[src/rtl/pipeline_stage_buffer_pkg.sv]
// Shared types and constants for the pipeline stage buffer.
//   PIPE_BUFFER_DEFAULT_DEPTH : default entry count (two entries sustain full throughput)
//   pipe_buffer_stats_t       : bundle for the optional stall/bubble counters
//   sat_inc                   : 32-bit increment that sticks at all-ones
package pipeline_stage_buffer_pkg;

  localparam int PIPE_BUFFER_DEFAULT_DEPTH = 2;

  typedef struct packed {
    logic [31:0] stall_cycles;
    logic [31:0] bubble_cycles;
  } pipe_buffer_stats_t;

  function automatic logic [31:0] sat_inc(input logic [31:0] v);
    return (v == '1) ? v : v + 32'd1;
  endfunction

endpackage

[src/rtl/pipeline_stage_buffer_if.sv]
// Handshake bundle between two pipeline stages through the stage buffer.
//   in_valid/in_data/in_ready    : upstream push side
//   out_valid/out_data/out_ready : downstream pop side
//   count                        : buffer occupancy
// master: the stage(s) around the buffer; slave: the buffer itself.
interface pipeline_stage_buffer_if
  import pipeline_stage_buffer_pkg::*;
#(
  parameter int DATA_WIDTH = 32,
  parameter int DEPTH      = PIPE_BUFFER_DEFAULT_DEPTH
);
  localparam int CW = $clog2(DEPTH + 1);

  logic                  in_valid;
  logic [DATA_WIDTH-1:0] in_data;
  logic                  in_ready;
  logic                  out_valid;
  logic [DATA_WIDTH-1:0] out_data;
  logic                  out_ready;
  logic [CW-1:0]         count;

  modport master (
    output in_valid, in_data, out_ready,
    input  in_ready, out_valid, out_data, count
  );

  modport slave (
    input  in_valid, in_data, out_ready,
    output in_ready, out_valid, out_data, count
  );

endinterface

[src/rtl/pipeline_stage_buffer_wrap_counter.sv]
// Wrap counter used for the buffer read/write pointers.
//   clk, reset_n : clock, synchronous active-low reset
//   clear        : synchronous clear (flush), same effect as reset
//   inc          : advance by one, wrapping MAX-1 -> 0
//   value        : current pointer
// MAX need not be a power of two, so the wrap is an explicit compare.
module pipeline_stage_buffer_wrap_counter #(
  parameter  int MAX = 2,
  localparam int W   = (MAX > 1) ? $clog2(MAX) : 1
) (
  input  logic         clk,
  input  logic         reset_n,
  input  logic         clear,
  input  logic         inc,
  output logic [W-1:0] value
);

  always_ff @(posedge clk) begin
    if (!reset_n || clear)
      value <= '0;
    else if (inc)
      value <= (value == W'(MAX - 1)) ? '0 : value + 1'b1;
  end

endmodule

[src/rtl/pipeline_stage_buffer.sv]
// Elastic valid/ready buffer between two CPU pipeline stages.
//   clk, reset_n : clock, synchronous active-low reset
//   flush        : drop all held entries (redirect); push/pop in that cycle ignored
//   bus (slave)  : in_valid/in_data/in_ready, out_valid/out_data/out_ready, count
//   stats        : stall/bubble counters, only with PIPELINE_STAGE_BUFFER_STATS_EN
// in_ready is a function of registered state only (no out_ready path), so a
// full buffer refuses a push even while it is being popped. No fall-through:
// a pushed entry is visible on out_data one cycle later at the earliest.
module pipeline_stage_buffer
  import pipeline_stage_buffer_pkg::*;
#(
  parameter int DATA_WIDTH = 32,
  parameter int DEPTH      = PIPE_BUFFER_DEFAULT_DEPTH
) (
  input  logic                         clk,
  input  logic                         reset_n,
  input  logic                         flush,
  pipeline_stage_buffer_if.slave       bus
`ifdef PIPELINE_STAGE_BUFFER_STATS_EN
  ,
  output pipe_buffer_stats_t           stats
`endif
);

  localparam int CW = $clog2(DEPTH + 1);
  localparam int PW = (DEPTH > 1) ? $clog2(DEPTH) : 1;

  logic [DATA_WIDTH-1:0] mem [DEPTH];
  logic [PW-1:0]         wr_ptr, rd_ptr;
  logic [CW-1:0]         count_q;
  logic                  push, pop;

  assign bus.in_ready  = (count_q != CW'(DEPTH)) && reset_n;
  assign bus.out_valid = (count_q != '0);
  assign bus.out_data  = mem[rd_ptr];
  assign bus.count     = count_q;

  assign push = bus.in_valid && bus.in_ready;
  assign pop  = bus.out_valid && bus.out_ready;

  pipeline_stage_buffer_wrap_counter #(.MAX(DEPTH)) u_wr_ptr (
    .clk     (clk),
    .reset_n (reset_n),
    .clear   (flush),
    .inc     (push),
    .value   (wr_ptr)
  );

  pipeline_stage_buffer_wrap_counter #(.MAX(DEPTH)) u_rd_ptr (
    .clk     (clk),
    .reset_n (reset_n),
    .clear   (flush),
    .inc     (pop),
    .value   (rd_ptr)
  );

  // Storage is not reset; out_data is only meaningful while out_valid.
  always_ff @(posedge clk) begin
    if (push && !flush)
      mem[wr_ptr] <= bus.in_data;
  end

  always_ff @(posedge clk) begin
    if (!reset_n || flush)
      count_q <= '0;
    else begin
      case ({push, pop})
        2'b10:   count_q <= count_q + 1'b1;
        2'b01:   count_q <= count_q - 1'b1;
        default: count_q <= count_q;
      endcase
    end
  end

`ifdef PIPELINE_STAGE_BUFFER_STATS_EN
  logic [31:0] stall_q, bubble_q;

  // Flush does not clear these; only reset does.
  always_ff @(posedge clk) begin
    if (!reset_n) begin
      stall_q  <= '0;
      bubble_q <= '0;
    end else begin
      if (bus.in_valid && !bus.in_ready)
        stall_q <= sat_inc(stall_q);
      if (bus.out_ready && !bus.out_valid)
        bubble_q <= sat_inc(bubble_q);
    end
  end

  assign stats.stall_cycles  = stall_q;
  assign stats.bubble_cycles = bubble_q;
`endif

endmodule

[src/flat_wrapper.sv]
// flat-port wrapper written by rule: the top's interface ports become plain ports
module pipeline_stage_buffer_flat import pipeline_stage_buffer_pkg::*;
#(
  parameter int DATA_WIDTH = 32,
  parameter int DEPTH      = PIPE_BUFFER_DEFAULT_DEPTH
)
  (clk, reset_n, flush, bus_in_valid, bus_in_data, bus_out_ready, bus_in_ready, bus_out_valid, bus_out_data, bus_count);
  pipeline_stage_buffer_if #(.DATA_WIDTH(DATA_WIDTH), .DEPTH(DEPTH)) bus_i ();
  input  logic clk;
  input  logic reset_n;
  input  logic flush;
  input wire logic [$bits(bus_i.in_valid)-1:0] bus_in_valid;
  input wire logic [$bits(bus_i.in_data)-1:0] bus_in_data;
  input wire logic [$bits(bus_i.out_ready)-1:0] bus_out_ready;
  output wire logic [$bits(bus_i.in_ready)-1:0] bus_in_ready;
  output wire logic [$bits(bus_i.out_valid)-1:0] bus_out_valid;
  output wire logic [$bits(bus_i.out_data)-1:0] bus_out_data;
  output wire logic [$bits(bus_i.count)-1:0] bus_count;
  assign bus_i.in_valid = bus_in_valid;
  assign bus_i.in_data = bus_in_data;
  assign bus_i.out_ready = bus_out_ready;
  assign bus_in_ready = bus_i.in_ready;
  assign bus_out_valid = bus_i.out_valid;
  assign bus_out_data = bus_i.out_data;
  assign bus_count = bus_i.count;
  pipeline_stage_buffer #(.DATA_WIDTH(DATA_WIDTH), .DEPTH(DEPTH)) u_core (.clk(clk), .reset_n(reset_n), .flush(flush), .bus(bus_i));
endmodule
[config.mk]
export PLATFORM = sky130hd
export DESIGN_NAME = pipeline_stage_buffer_flat
export DESIGN_NICKNAME = d
export VERILOG_FILES = /design/src/rtl/pipeline_stage_buffer_pkg.sv /design/src/rtl/pipeline_stage_buffer_if.sv /design/src/rtl/pipeline_stage_buffer_wrap_counter.sv /design/src/rtl/pipeline_stage_buffer.sv /design/src/flat_wrapper.sv
export SDC_FILE = /design/constraint.sdc
export NUM_CORES = 1
export LEC_CHECK = 0
export ABC_AREA = 1
export CORE_AREA = 4 4 81 83
export DETAILED_ROUTE_END_ITERATION = 6
export DIE_AREA = 0 0 85 87
export PLACE_DENSITY = 0.76
export SLEW_MARGIN = 20
export SYNTH_ARGS = -nofsm -noshare
export SYNTH_HDL_FRONTEND = slang
export SYNTH_SLANG_ARGS = --single-unit
[constraint.sdc]
create_clock -name clk -period 5.29 [get_ports clk]
set_clock_uncertainty 0.05 [all_clocks]
set_input_delay 1.587 -clock clk [delete_from_list [all_inputs] [get_ports clk]]
set_output_delay 1.587 -clock clk [all_outputs]
set_load 0.01 [all_outputs]
; ---- Word-level counts from Yosys, hierarchy flattened
; Memory sizes are Yosys's and may differ from the RTL's. A register that Yosys moved wholly into a read port is not among the register bits.
; Cells that the tools add are included.
[op_classes]
reduce_logical = 9
n_mux = 7
n_addsub = 4
eq_ne = 3
[op_table]
columns = operator, count
row1 = 1-bit 2-to-1 mux, 6
row2 = 1-bit logical AND, 4
row3 = 2-bit one-hot mux with 2 select lines, 1
row4 = 2-bit nonzero test, 2
row5 = 1-bit adder (second input constant), 2
row6 = 2-bit by 1-bit adder with 2-bit output (second input constant), 1
row7 = 2-bit by 1-bit == test with 1-bit output (second input constant), 1
row8 = 2-bit == test (second input constant), 1
row9 = 1-bit zero test, 2
row10 = 2-bit inequality test (second input constant), 1
row11 = 2-bit by 1-bit subtractor with 2-bit output (second input constant), 1
row12 = 1-bit logical OR, 1
[totals]
ff_bits = 4
inputBits = 37
output_inout_bits = 36
n_memories = 1
wordCells = 27
ramBits = 64
[mem_list]
columns = memory, depth, width, rd, rd_clocked_by_memory_dff, wr, line
row1 = u_core.mem, 2, 32, 1, 1, 1, pipeline_stage_buffer.sv:28  ; logic [DATA_WIDTH-1:0] mem [DEPTH];

; ---- Logic depth before layout (Yosys ltp)
; Gate-level depths: netlist of run 1.
[depth]
word_depth = 6
mapped_depth = 10

; ---- Modules after synthesis
; Synthesis of run 1 repeated with hierarchy kept, for this count alone.
[hier_totals]
cells_unflattened = 146
hier_area_um2 = 2726.4
[by_module_without_submodules]
columns = module, n_inst, cells_each, area_each_um2, seq_area_each_um2
row1 = pipeline_stage_buffer, 1, 128, 2621.3, 1961.9
row2 = pipeline_stage_buffer_wrap_counter, 2, 9, 52.6, 20.0

; ---- Worst setup path before layout of run 1
; No wires, ideal clock.
[synth_path]
kind = input to register
startpoint = input port bus_in_valid
endpoint = memory u_core.mem[0][0], enable pin
setup_time_ns = 0.461
path_buffers = 0
t_required_ns = 4.779
setup_slack_ns = 0.897
arrival_ns = 3.882
path_stages = 2
path_cell_list = nand3_2 -> nor3_1
[synth_between]
elab_chain_cells = 4
[synth_rtl]
columns = item, line
row1 = start: declaration, flat_wrapper.sv:12  ; input wire logic [$bits(bus_i.in_valid)-1:0] bus_in_valid;
row2 = 1-bit logical AND, pipeline_stage_buffer.sv:38  ; assign push = bus.in_valid && bus.in_ready;
row3 = 1-bit logical AND, pipeline_stage_buffer.sv:59  ; if (push && !flush)
row4 = 1-bit 2-to-1 mux, pipeline_stage_buffer.sv:59
row5 = 1-bit 2-to-1 mux (implied by the code), pipeline_stage_buffer.sv:60  ; mem[wr_ptr] <= bus.in_data;
row6 = end: declaration, pipeline_stage_buffer.sv:28
; Every way passes these cells.

; ---- Worst setup path in the final report of run 1
[layout_path]
startpoint = input port reset_n
endpoint = output port bus_in_ready
[layout_between]
elab_chain_cells = 1
[layout_rtl]
columns = item, line
row1 = start: declaration, flat_wrapper.sv:10  ; input logic reset_n;
row2 = 1-bit logical AND, pipeline_stage_buffer.sv:33  ; assign bus.in_ready = (count_q != CW'(DEPTH)) && reset_n;
row3 = end: declaration, flat_wrapper.sv:15  ; output wire logic [$bits(bus_i.in_ready)-1:0] bus_in_ready;
; Every way passes these cells.

==> out/qor_table.md, run 1 <==
| Parameter | This run | Unit |
|:---|:---|:---|
| Status | finished, final reports clean | - |
| Weighted congestion at the end of routability-driven global placement | 0.719 | - |
| Number of enable flip-flop cells after synthesis | 64 | - |
| Async set-reset flop share out of synthesis | 0 | % |
| CTS Root Cell | sky130_fd_sc_hd__clkbuf_8 | - |
| Most used standard cells in the synthesized netlist | sky130_fd_sc_hd__edfxtp_1 (64), sky130_fd_sc_hd__mux2_4 (30), sky130_fd_sc_hd__nor2_1 (10), sky130_fd_sc_hd__inv_1 (7), sky130_fd_sc_hd__nand2_1 (6) | - |
| Number of buffers created by CTS | 9 | - |
| HPWL after DPL | 3.28 | mm |
| Hold buffers post-CTS | 0 | - |
| GRT overflow | 0 | - |
| Number of buffer cells added on primary ports | 72 | - |
| Number of placed I/O pins | 73 | - |
| Static leakage | 1.30 | nW |
| RR Endpoint | u_core.mem[1][4] | - |
| Area grow syn2layout | 34.8 | % |
| R2R setup slack | 3280 | ps |
| Kind of start point of the critical path | input pin | - |
| Sequential area share after synthesis | 73.7 | % |
| Initial antenna violation count | 0 | - |
| Clock transition at the register clock pins on the worst setup and hold paths after CTS | 70 | ps |
| Detail-routed net length per standard cell | 15.9 | µm |
| CP endpoint kind | primary output | - |
| Area fraction of the dominant cell type after synthesis | 70.1 | % |
| Flip-flop and latch count after synthesis | 69 | - |
| Synth Area in Compound Gates | 0.365 | % |
| Clock latency of the later-clocked register in the worst-skew pair | 330 | ps |
| Final routed DRC violation total | 0 | - |
| Biggest fanout along the worst timing path | 3 | - |
| Xor/xnor cell area share of the yosys netlist | 0.319 | % |
| Post-route antenna net violation count | 0 | - |
| WP data arrival | 2860 | ps |
| Synth Area in Adders | 0.456 | % |
| Die footprint | 7400 | µm² |
| Largest cells by area after synthesis | sky130_fd_sc_hd__edfxtp_1 (70%), sky130_fd_sc_hd__mux2_4 (16%), sky130_fd_sc_hd__dfxtp_1 (3.6%), sky130_fd_sc_hd__buf_12 (2.2%), sky130_fd_sc_hd__nor2_1 (1.4%) | - |
| Resized Gates After CTS | 0 | - |
| Fmax | 222 | MHz |
| Via count of the first global-routing pass | 1573 | - |
| Number of placement rows | 28 | - |
| Number of diodes | 0 | - |
| Post-layout instance area | 3700 | µm² |
| Yosys warnings | 0 | - |
| Hold Violations, Final | 0 | - |
| Final count of pins violating max slew | 0 | - |
| Number of library cell types mapped by synthesis | 18 | - |
| Library cell with the highest instance count after synthesis | sky130_fd_sc_hd__edfxtp_1 | - |
| Combinational family with the most area after synthesis | multiplexers | - |
| CTS sink cnt | 69 | - |
| Library cell with the largest summed area after synthesis | sky130_fd_sc_hd__edfxtp_1 | - |
| Floorplan die width | 85 | µm |
| Final nets | 261 | - |
| Pin count of the biggest net entering global routing | 33 | - |
| Instance count of the mapped netlist | 142 | - |
| Length of the first detailed-routing pass in iterations | 4 | - |
| Worst Path Class, Setup | input pin to primary output | - |
| Mux share of post-synthesis cell area | 17.2 | % |
| Hold Path Sink | u_core.u_rd_ptr.value | - |
| Hold Startpoint | u_core.u_rd_ptr.value | - |
| Floorplan die height | 87 | µm |
| Starting density of the core | 46.9 | % |
| Count of cells along the worst register-to-register path | 4 | - |
| Portion of the clock cycle consumed by the worst path in the final layout | 85.1 | % |
| Post-Synthesis Cell Area | 2740 | µm² |
| Floorplan core area | 5850 | µm² |
| CTS tree | yes | - |
| Most used flip-flop cell after synthesis | sky130_fd_sc_hd__edfxtp_1 | - |
| Drt total wl | 4.83 | mm |
| Min Clock Period, post-route | 4500 | ps |
| Power per Cell Area | 295 | nW/µm² |
| Via count of the routed design | 1466 | - |
| First-pass GRT wire length | 7.49 | mm |
| Min-delay worst type | register to register | - |
| Summed negative setup slack over all endpoints | 0 | ps |
| Overall Global Routing Usage | 13.8 | % |
| Average cell area after synthesis | 19.3 | µm² |
| Initial DRC Count | 48 | - |
| Total chip power | 1.09 | mW |
| Share of layout cells above drive strength 1 | 24.6 | % |
| Final Util | 63.2 | % |
| Count of buffers added by post-CTS timing repair for setup | 0 | - |
| Max-slew headroom | 29.9 | % |
| H-tree depth | 3 | - |
| Total placed instance area | 3510 | µm² |
| Instance count along the most critical hold path | 2 | - |
| Net count after synthesis | 180 | - |
| Setup-violating endpoint count in the final report | 0 | - |
| Critical path data required time | 3650 | ps |
| Via density per instance | 4.84 | - |
| Unrepaired setup endpoints after global routing | no | - |
| Peak supply drop | 0.000256 | V |
| R2r startpoint | u_core.bus.count[0] | - |
| Least-Margin Pin Slew | 1050 | ps |
| Simple-gate area share of the yosys netlist | 4.06 | % |
| Count of maximum capacitance violations | 0 | - |
| Worst-case clock buffer depth | 2 | - |
## area by class of cell
type	instances	area (µm²)
timing repair buffer	74	736
clock buffer	11	131
multi-input combinational	60	628
tap	75	93.8
inverter	9	33.8
fill	424	2150
clock inverter	5	51.3
sequential	69	2020
## worst max-delay path, stage by stage
cell and delay [ps]:
sky130_fd_sc_hd__clkdlybuf4s50_1 520, sky130_fd_sc_hd__inv_1 80, sky130_fd_sc_hd__a21oi_1 120, sky130_fd_sc_hd__clkdlybuf4s50_1 550
## routing by layer
layer | vias to the layer above | track usage, % | routed length [µm]
met5 | - | 0 | 0
met2 | 47 | 23.7 | 2540
met3 | 6 | 4.73 | 298
met1 | 720 | 15.6 | 1940
li1 | 693 | - | -
met4 | 0 | 6.04 | 53
## per-stage QoR
stage | hold WS [ps] | setup WS (ps) | instances
2_1_floorplan | 414 | 897 | 142
3_3_place_gp | 425 | 822 | 287
3_5_place_dp | 443 | 798 | 287
4_1_cts | 465 | 785 | 303
5_1_grt | 495 | 700 | 303
6_report | 455 | 789 | 303
## how the worst max path moves through the flow
stage	slack [ps]	from	depth (start not counted)	to
2_1_floorplan	900	bus_in_valid	2	u_core.mem[0][0]
3_3_place_gp	820	reset_n	4	bus_in_ready
3_5_place_dp	800	reset_n	4	bus_in_ready
4_1_cts	780	reset_n	4	bus_in_ready
5_1_grt	700	reset_n	4	bus_in_ready
6_report	790	reset_n	4	bus_in_ready
## cells in the final DEF, fill, tap and decap left out, drive strengths merged
master / instances
clkdlybuf4s50: 72
edfxtp: 64
mux2: 32
clkbuf: 11
nor2: 10
inv: 9
nand2: 9
dfxtp: 5
clkinv: 3
nand4: 2
buf: 2
nor3: 2
a21oi: 1
nand3: 1
xor2: 1
o21ai: 1
ha: 1
bufinv: 1
clkinvlp: 1
## kinds of logic after synthesis
| group | Yosys count |
|---|---|
| and+or+nand+nor | 24 |
| muxes | 32 |
| AOI/OAI and AO/OA | 2 |
| adders and majority gates | 1 |
| xor gates and xnor gates | 1 |
| buffers and inverters | 13 |
| DFF | 69 |
## sequential cells by signal, summed over array words and instances (netlist names), named ones only
signal,count
u_core.u_wr_ptr.value,1
u_core.bus.count,2
u_core.mem,64
u_core.u_rd_ptr.value,1
## where the power goes
group / internal [mW] / switching (mW) / total (mW)
logic: 0.0543 / 0.0294 / 0.0837
registers: 0.606 / 0.00518 / 0.612
clock network: 0.215 / 0.182 / 0.397
total: 0.875 / 0.217 / 1.09
(Power assumes the default switching activity.)
==> run 2, diff against run 1 <==
--- a/config.mk
+++ b/config.mk
@@ -6,10 +6,10 @@
 export NUM_CORES = 1
 export LEC_CHECK = 0
 export ABC_AREA = 1
-export CORE_AREA = 4 4 81 83
+export CORE_AREA = 4 4 85 87
 export DETAILED_ROUTE_END_ITERATION = 6
-export DIE_AREA = 0 0 85 87
-export PLACE_DENSITY = 0.76
+export DIE_AREA = 0 0 89 91
+export PLACE_DENSITY = 0.72
 export SLEW_MARGIN = 20
 export SYNTH_ARGS = -nofsm -noshare
 export SYNTH_HDL_FRONTEND = slang
==> constraint.sdc (replaced) <==
create_clock -name clk -period 3.95 [get_ports clk]
set_clock_uncertainty 0.05 [all_clocks]
set_input_delay 1.185 -clock clk [delete_from_list [all_inputs] [get_ports clk]]
set_output_delay 1.185 -clock clk [all_outputs]
set_load 0.01 [all_outputs]
==> run 2 against run 1 <==
  * First-iteration DRC count unchanged
  * Sequential share of layout area down 0.64 points
  * Utilization down 4.3 points
  * Clock power up 35%
  * Hold slack worse by 1.7 ps
  * Critical endpoint unchanged
  * Largest cell class unchanged
  * Largest power group unchanged
  * Highest routed layer unchanged
==> out/qor_table.md, run 2 (synthesis results as in run 1) <==
| Parameter | This run | Unit | vs previous |
|:---|:---|:---|:---|
| Number of inserted filler cells in the final layout | 484 | - | +14% |
| Switching fraction of total power | 20.1 | % | +0.23 points |
| GR Layer Usage met1 | 13.2 | % | -2.5 points |
| Crit path buffers/inverters | 3 | - | unchanged |
| Overall Global Routing Usage | 11.8 | % | -2.0 points |
| Slowest stage delay, CP | 560 | ps | about the same |
| R2r startpoint | u_core.bus.count[0] | - |  |
| CP endpoint kind | primary output | - |  |
| Combinational power share | 7.8 | % | about the same |
| Min Clock Period, post-route | 3720 | ps |  |
| Max-slew headroom | 70.7 | % | +41 points |
| Via count of the first global-routing pass | 1472 | - | -6.4% |
| R2R setup slack | 2280 | ps | -1000 ps |
| Initial DRC Count | 48 | - | unchanged |
| Count of buffers added by post-CTS timing repair for setup | 0 | - | unchanged |
| H-tree depth | 3 | - | unchanged |
| CTS Root Cell | sky130_fd_sc_hd__clkbuf_8 | - |  |
| Weighted congestion at the end of routability-driven global placement | 0.773 | - | +7.6% |
| Floorplan die width | 89 | µm | +4.7% |
| Static leakage | 1.32 | nW | +0.93% |
| Post-route antenna net violation count | 0 | - | unchanged |
| Count of maximum capacitance violations | 0 | - | unchanged |
| Number of buffer cells added on primary ports | 72 | - | unchanged |
| RR Endpoint | u_core.mem[1][6] | - |  |
| Sequential Area | 2020 | µm² | unchanged |
| Number of placement rows | 29 | - | +3.6% |
| Hold Startpoint | u_core.u_rd_ptr.value | - |  |
| Switching power of the nets | 295 | µW | +36% |
| Length of the first detailed-routing pass in iterations | 4 | - | unchanged |
| Cell internal power dissipation | 1.17 | mW | +34% |
| Final count of pins violating max slew | 0 | - | unchanged |
| HPWL after DPL | 3.19 | mm | -2.9% |
| Floorplan core area | 6350 | µm² | +8.5% |
| Number of buffers created by CTS | 9 | - | unchanged |
| Detail-routed net length per standard cell | 15.1 | µm | -5.2% |
| Cells along the critical path | clkdlybuf4s50_1, inv_1, a21oi_1, clkdlybuf4s50_1 | - |  |
| Count of cells along the worst register-to-register path | 5 | - | +1 |
| Final nets | 263 | - | +0.77% |
| Hold Path Sink | u_core.u_rd_ptr.value | - |  |
| Summed negative setup slack over all endpoints | 0 | ps | unchanged |
| Master of the slowest instance on the critical path | sky130_fd_sc_hd__clkdlybuf4s50_1 | - |  |
| Pin count of the biggest net entering global routing | 33 | - | unchanged |
| Die footprint | 8100 | µm² | +9.5% |
| Share of layout cells above drive strength 1 | 25.7 | % | +1.1 points |
| Power per Cell Area | 392 | nW/µm² | +33% |
| Number of diodes | 0 | - | unchanged |
| Worst-case clock buffer depth | 2 | - | unchanged |
| Biggest fanout along the worst timing path | 3 | - | unchanged |
| Peak supply drop | 0.000229 | V | -11% |
| Least-Margin Pin Slew | 439 | ps | -612 ps |
| Floorplan die height | 91 | µm | +4.6% |
| Clock latency of the later-clocked register in the worst-skew pair | 330 | ps | about the same |
| CTS sink cnt | 69 | - | unchanged |
| Fmax | 269 | MHz |  |
| Cell repeated most along the worst path | sky130_fd_sc_hd__clkdlybuf4s50_1 | - |  |
| Initial antenna violation count | 0 | - | unchanged |
| Unrepaired setup endpoints after global routing | no | - |  |
| Hold buffers post-CTS | 0 | - | unchanged |
| Kind of start point of the critical path | input pin | - |  |
| Clock group share of total power | 36.5 | % | about the same |
| Worst Path Class, Setup | input pin to primary output | - |  |
| Instance count along the most critical hold path | 2 | - | unchanged |
| Portion of total power attributed to sequential cells | 55.7 | % | -0.3 points |
| Via density per instance | 4.69 | - | -3.0% |
| Final routed DRC violation total | 0 | - | unchanged |
| Drt total wl | 4.64 | mm | -4.0% |
| Number of placed I/O pins | 73 | - | unchanged |
| Critical path data required time | 2710 | ps | -940 ps |
| Total chip power | 1.47 | mW | +34% |
| WP data arrival | 2480 | ps | -380 ps |
| GR Layer Usage met2 | 20.0 | % | -3.6 points |
| Met3 usage in global routing | 4.80 | % | +0.066 points |
| First-pass GRT wire length | 6.98 | mm | -6.8% |
| Resized Gates After CTS | 0 | - | unchanged |
| CTS tree | yes | - |  |
| Area grow syn2layout | 36.4 | % |  |
| Status | finished, final reports clean | - |  |
| Min-delay worst type | register to register | - |  |
| Most common cell after layout, fill and taps aside | sky130_fd_sc_hd__clkdlybuf4s50_1 | - |  |
| Setup-violating endpoint count in the final report | 0 | - | unchanged |
| Reg with most FFs | u_core.mem | - |  |
| Area of combinational cells with multiple inputs | 634 | µm² | +1.0% |
| CP delay by family, top | buffers and inverters | - |  |
| Via count of the routed design | 1441 | - | -1.7% |
| Most used routing layer | met2 | - |  |
| Top library cells by usage in the layout, fill and taps aside | sky130_fd_sc_hd__clkdlybuf4s50_1 (72), sky130_fd_sc_hd__edfxtp_1 (64), sky130_fd_sc_hd__mux2_4 (30) | - |  |
| GRT overflow | 0 | - | unchanged |
| Clock transition at the register clock pins on the worst setup and hold paths after CTS | 70 | ps | about the same |
| Hold Violations, Final | 0 | - | unchanged |
| Portion of the clock cycle consumed by the worst path in the final layout | 94.1 | % |  |
| Starting density of the core | 43.2 | % | -3.7 points |
| Flip-flop count of the largest register after layout | 64 | - | unchanged |
-- run 2: power groups by stage --
stage | clock network, mW | logic, mW | registers, mW
finish | 0.535 | 0.115 | 0.817
global route | 0.595 | 0.123 | 0.817
CTS | 0.557 | 0.117 | 0.817
detailed placement | 0 | 0.116 | 0.833
global placement | 0 | 0.114 | 0.832
floorplan | 0 | 0.0432 | 0.832
-- run 2: per-stage QoR --
step	instance area (µm²)	utilization (%)	instances	setup WS [ps]	hold WS [ps]
5_1_grt	3740	58.9	307	172	512
3_3_place_gp	3550	55.9	291	288	426
2_1_floorplan	2750	-	142	816	414
4_1_cts	3740	58.9	307	221	468
3_5_place_dp	3550	55.9	291	233	452
6_report	3740	58.9	307	234	453
-- run 2: worst max path at each step --
stage / from / endpoint / slack (ps) / cells past startpoint
after floorplan: bus_in_valid / u_core.mem[1][0] / 820 / 2
after global placement: reset_n / bus_in_ready / 290 / 4
after detailed placement: reset_n / bus_in_ready / 230 / 4
after CTS: reset_n / bus_in_ready / 220 / 4
after global routing: reset_n / bus_in_ready / 170 / 4
final: reset_n / bus_in_ready / 230 / 4
-- run 2: metal layers --
metal / wire length (µm) / vias up
met4: 25 / 0
met1: 1860 / 689
met5: 0 / -
met2: 2390 / 56
met3: 367 / 3
li1: - / 693
-- run 2: cell type report --
cell class                      instances  share of cell area [%]
Clock buffer                            9                    3.31
Sequential cell                        69                    54.1
Inverter                                9                   0.903
Tap cell                               77                    2.58
Clock inverter                          7                    1.77
Timing Repair Buffer                   76                    20.4
Multi-Input combinational cell         60                    17.0
-- run 2: worst register-to-register path: cells and delay by family, from the launching register on --
family / cells / cell delay (ps)
buffers and inverters: 2 / 480
flip-flops: 1 / 430
AND/OR/NAND/NOR: 3 / 340
==> run 3, diff against run 2 <==
--- a/config.mk
+++ b/config.mk
@@ -9,7 +9,7 @@
 export CORE_AREA = 4 4 85 87
 export DETAILED_ROUTE_END_ITERATION = 6
 export DIE_AREA = 0 0 89 91
-export PLACE_DENSITY = 0.72
+export PLACE_DENSITY = 0.74
 export SLEW_MARGIN = 20
 export SYNTH_ARGS = -nofsm -noshare
 export SYNTH_HDL_FRONTEND = slang
==> run 3 against run 2 <==
  * Via count decreased by 1.4%
  * Worst setup slack gained 22 ps
  * Cell area decreased by 0.80%
  * Non-clock buffer count fell by 1
==> out/qor_table.md, run 3 (synthesis results as in run 1) <==
| Parameter | This run | Unit | vs previous |
|:---|:---|:---|:---|
| Cell repeated most along the worst path | sky130_fd_sc_hd__clkdlybuf4s50_1 | - |  |
| Final count of pins violating max slew | 0 | - | unchanged |
| Most common cell after layout, fill and taps aside | sky130_fd_sc_hd__clkdlybuf4s50_1 | - |  |
| Via count of the first global-routing pass | 1451 | - | -1.4% |
| CTS tree | yes | - |  |
| GRT overflow | 0 | - | unchanged |
| Post-layout instance area | 3710 | µm² | -0.80% |
| H-tree depth | 3 | - | unchanged |
| Post-route antenna net violation count | 0 | - | unchanged |
| Sum of met3 wire segment lengths after detailed routing | 320 | µm | -13% |
| Hold buffers post-CTS | 0 | - | unchanged |
| Status | finished, final reports clean | - |  |
| Min-delay worst type | register to register | - |  |
| Master of the slowest instance on the critical path | sky130_fd_sc_hd__clkdlybuf4s50_1 | - |  |
| Detail Route met2 WL | 2.35 | mm | -1.5% |
| WP data arrival | 2460 | ps | -20 ps |
| Starting density of the core | 43.2 | % | unchanged |
| Detail-routed net length per standard cell | 14.5 | µm | -4.3% |
| Number of buffers created by CTS | 9 | - | unchanged |
| Initial antenna violation count | 0 | - | unchanged |
| Number of buffer cells added on primary ports | 72 | - | unchanged |
| Fmax | 271 | MHz | +0.61% |
| Number of diodes | 0 | - | unchanged |
| Max-slew headroom | 62.1 | % | -8.6 points |
| Number of placed I/O pins | 73 | - | unchanged |
| First-pass GRT wire length | 6.87 | mm | -1.6% |
| Length of the first detailed-routing pass in iterations | 4 | - | unchanged |
| CTS Root Cell | sky130_fd_sc_hd__clkbuf_8 | - |  |
| Total placed instance area | 3560 | µm² | +0.14% |
| Slowest stage delay, CP | 550 | ps | about the same |
| Biggest fanout along the worst timing path | 3 | - | unchanged |
| Final nets | 262 | - | -0.38% |
| HPWL after DPL | 3.07 | mm | -3.5% |
| Clock transition at the register clock pins on the worst setup and hold paths after CTS | 60 | ps | about the same |
| Reg with most FFs | u_core.mem | - |  |
| Summed negative setup slack over all endpoints | 0 | ps | unchanged |
| Initial DRC Count | 41 | - | -15% |
| Kind of start point of the critical path | input pin | - |  |
| Count of buffers added by post-CTS timing repair for setup | 0 | - | unchanged |
| Weighted congestion at the end of routability-driven global placement | 0.698 | - | -9.7% |
| Via count of the routed design | 1421 | - | -1.4% |
| Power per Cell Area | 372 | nW/µm² | -5.2% |
| Static leakage | 1.30 | nW | -1.4% |
| Via density per instance | 4.66 | - | -0.74% |
| Least-Margin Pin Slew | 566 | ps | +127 ps |
| Crit path buffers/inverters | 3 | - | unchanged |
| Floorplan die width | 89 | µm | unchanged |
| Die footprint | 8100 | µm² | unchanged |
| Overall Global Routing Usage | 11.6 | % | -0.20 points |
| Share of layout cells above drive strength 1 | 24.6 | % | -1.1 points |
| Floorplan die height | 91 | µm | unchanged |
| Floorplan core area | 6350 | µm² | unchanged |
| Pin count of the biggest net entering global routing | 25 | - | -24% |
| Clock latency of the later-clocked register in the worst-skew pair | 320 | ps | about the same |
| Resized Gates After CTS | 0 | - | unchanged |
| CP endpoint kind | primary output | - |  |
| Unrepaired setup endpoints after global routing | no | - |  |
| Portion of the clock cycle consumed by the worst path in the final layout | 93.5 | % | -0.57 points |
| Count of maximum capacitance violations | 0 | - | unchanged |
| Worst-case clock buffer depth | 2 | - | unchanged |
| CP delay by family, top | buffers and inverters | - |  |
| Flip-flop count of the largest register after layout | 64 | - | unchanged |
| Drt total wl | 4.41 | mm | -4.9% |
| Critical path data required time | 2710 | ps | about the same |
| CTS sink cnt | 69 | - | unchanged |
| Final routed DRC violation total | 0 | - | unchanged |
| Min Clock Period, post-route | 3690 | ps | -22.5 ps |
| Setup-violating endpoint count in the final report | 0 | - | unchanged |
| Hold Violations, Final | 0 | - | unchanged |
| Number of placement rows | 29 | - | unchanged |
| Peak supply drop | 0.000185 | V | -20% |
| Worst Path Class, Setup | input pin to primary output | - |  |
| Cells along the critical path | clkdlybuf4s50_1, inv_1, a21oi_1, clkdlybuf4s50_1 | - |  |
| Area grow syn2layout | 35.3 | % |  |
| Highest metal layer with signal wires | met4 | - |  |
| Top library cells by usage in the layout, fill and taps aside | sky130_fd_sc_hd__clkdlybuf4s50_1 (72), sky130_fd_sc_hd__edfxtp_1 (64), sky130_fd_sc_hd__mux2_4 (30) | - |  |
| Routed metal-1 wirelength | 1.69 | mm | -9.0% |
[run 3: final cells by class]
type	count	area, µm²
Multi-Input combinational cell	60	634
Clock buffer	9	124
Tap cell	77	96.3
Timing Repair Buffer	75	768
Sequential cell	69	2020
Fill cell	487	2640
Clock inverter	6	31.3
Inverter	9	33.8
[run 3: metal layers]
metal | GRT usage (%) | vias up
met5 | 0 | -
met4 | 5.21 | 0
met1 | 12.5 | 676
met2 | 19.7 | 47
li1 | - | 693
met3 | 4.62 | 5
[run 3: path summary, 6_finish.rpt]
| kind | cells past startpoint | start | slack, ps | to |
|---|---|---|---|---|
| worst max register to register | 5 | u_core.bus.count[0] | 2120 | u_core.mem[1][24] |
| worst max-delay path | 4 | reset_n | 260 | bus_in_ready |
| worst min register to register | 2 | u_core.u_rd_ptr.value | 460 | register |
| worst min-delay path | 2 | u_core.u_rd_ptr.value | 460 | register |
[run 3: through the flow]
stage	cells	utilization, %	hold WS, ps	setup slack (ps)	total power, mW
finish	305	58.4	460	256	1.38
global route	305	58.4	495	214	1.45
CTS	305	58.4	473	251	1.40
detailed placement	290	56.0	443	264	0.949
global placement	290	56.0	426	282	0.946
floorplan	142	-	414	816	0.876
[run 3: worst min-delay path: cells and delay by family (launching register included)]
family           cells  cell delay (ps)
flip-flops           1              330
AND/OR/NAND/NOR      2              140
[run 3: power breakdown]
| part | switching [mW] | total [mW] | internal, mW |
|---|---|---|---|
| clock network | 0.232 | 0.448 | 0.216 |
| logic | 0.0407 | 0.114 | 0.0738 |
| registers | 0.00477 | 0.817 | 0.812 |
| total | 0.278 | 1.38 | 1.10 |
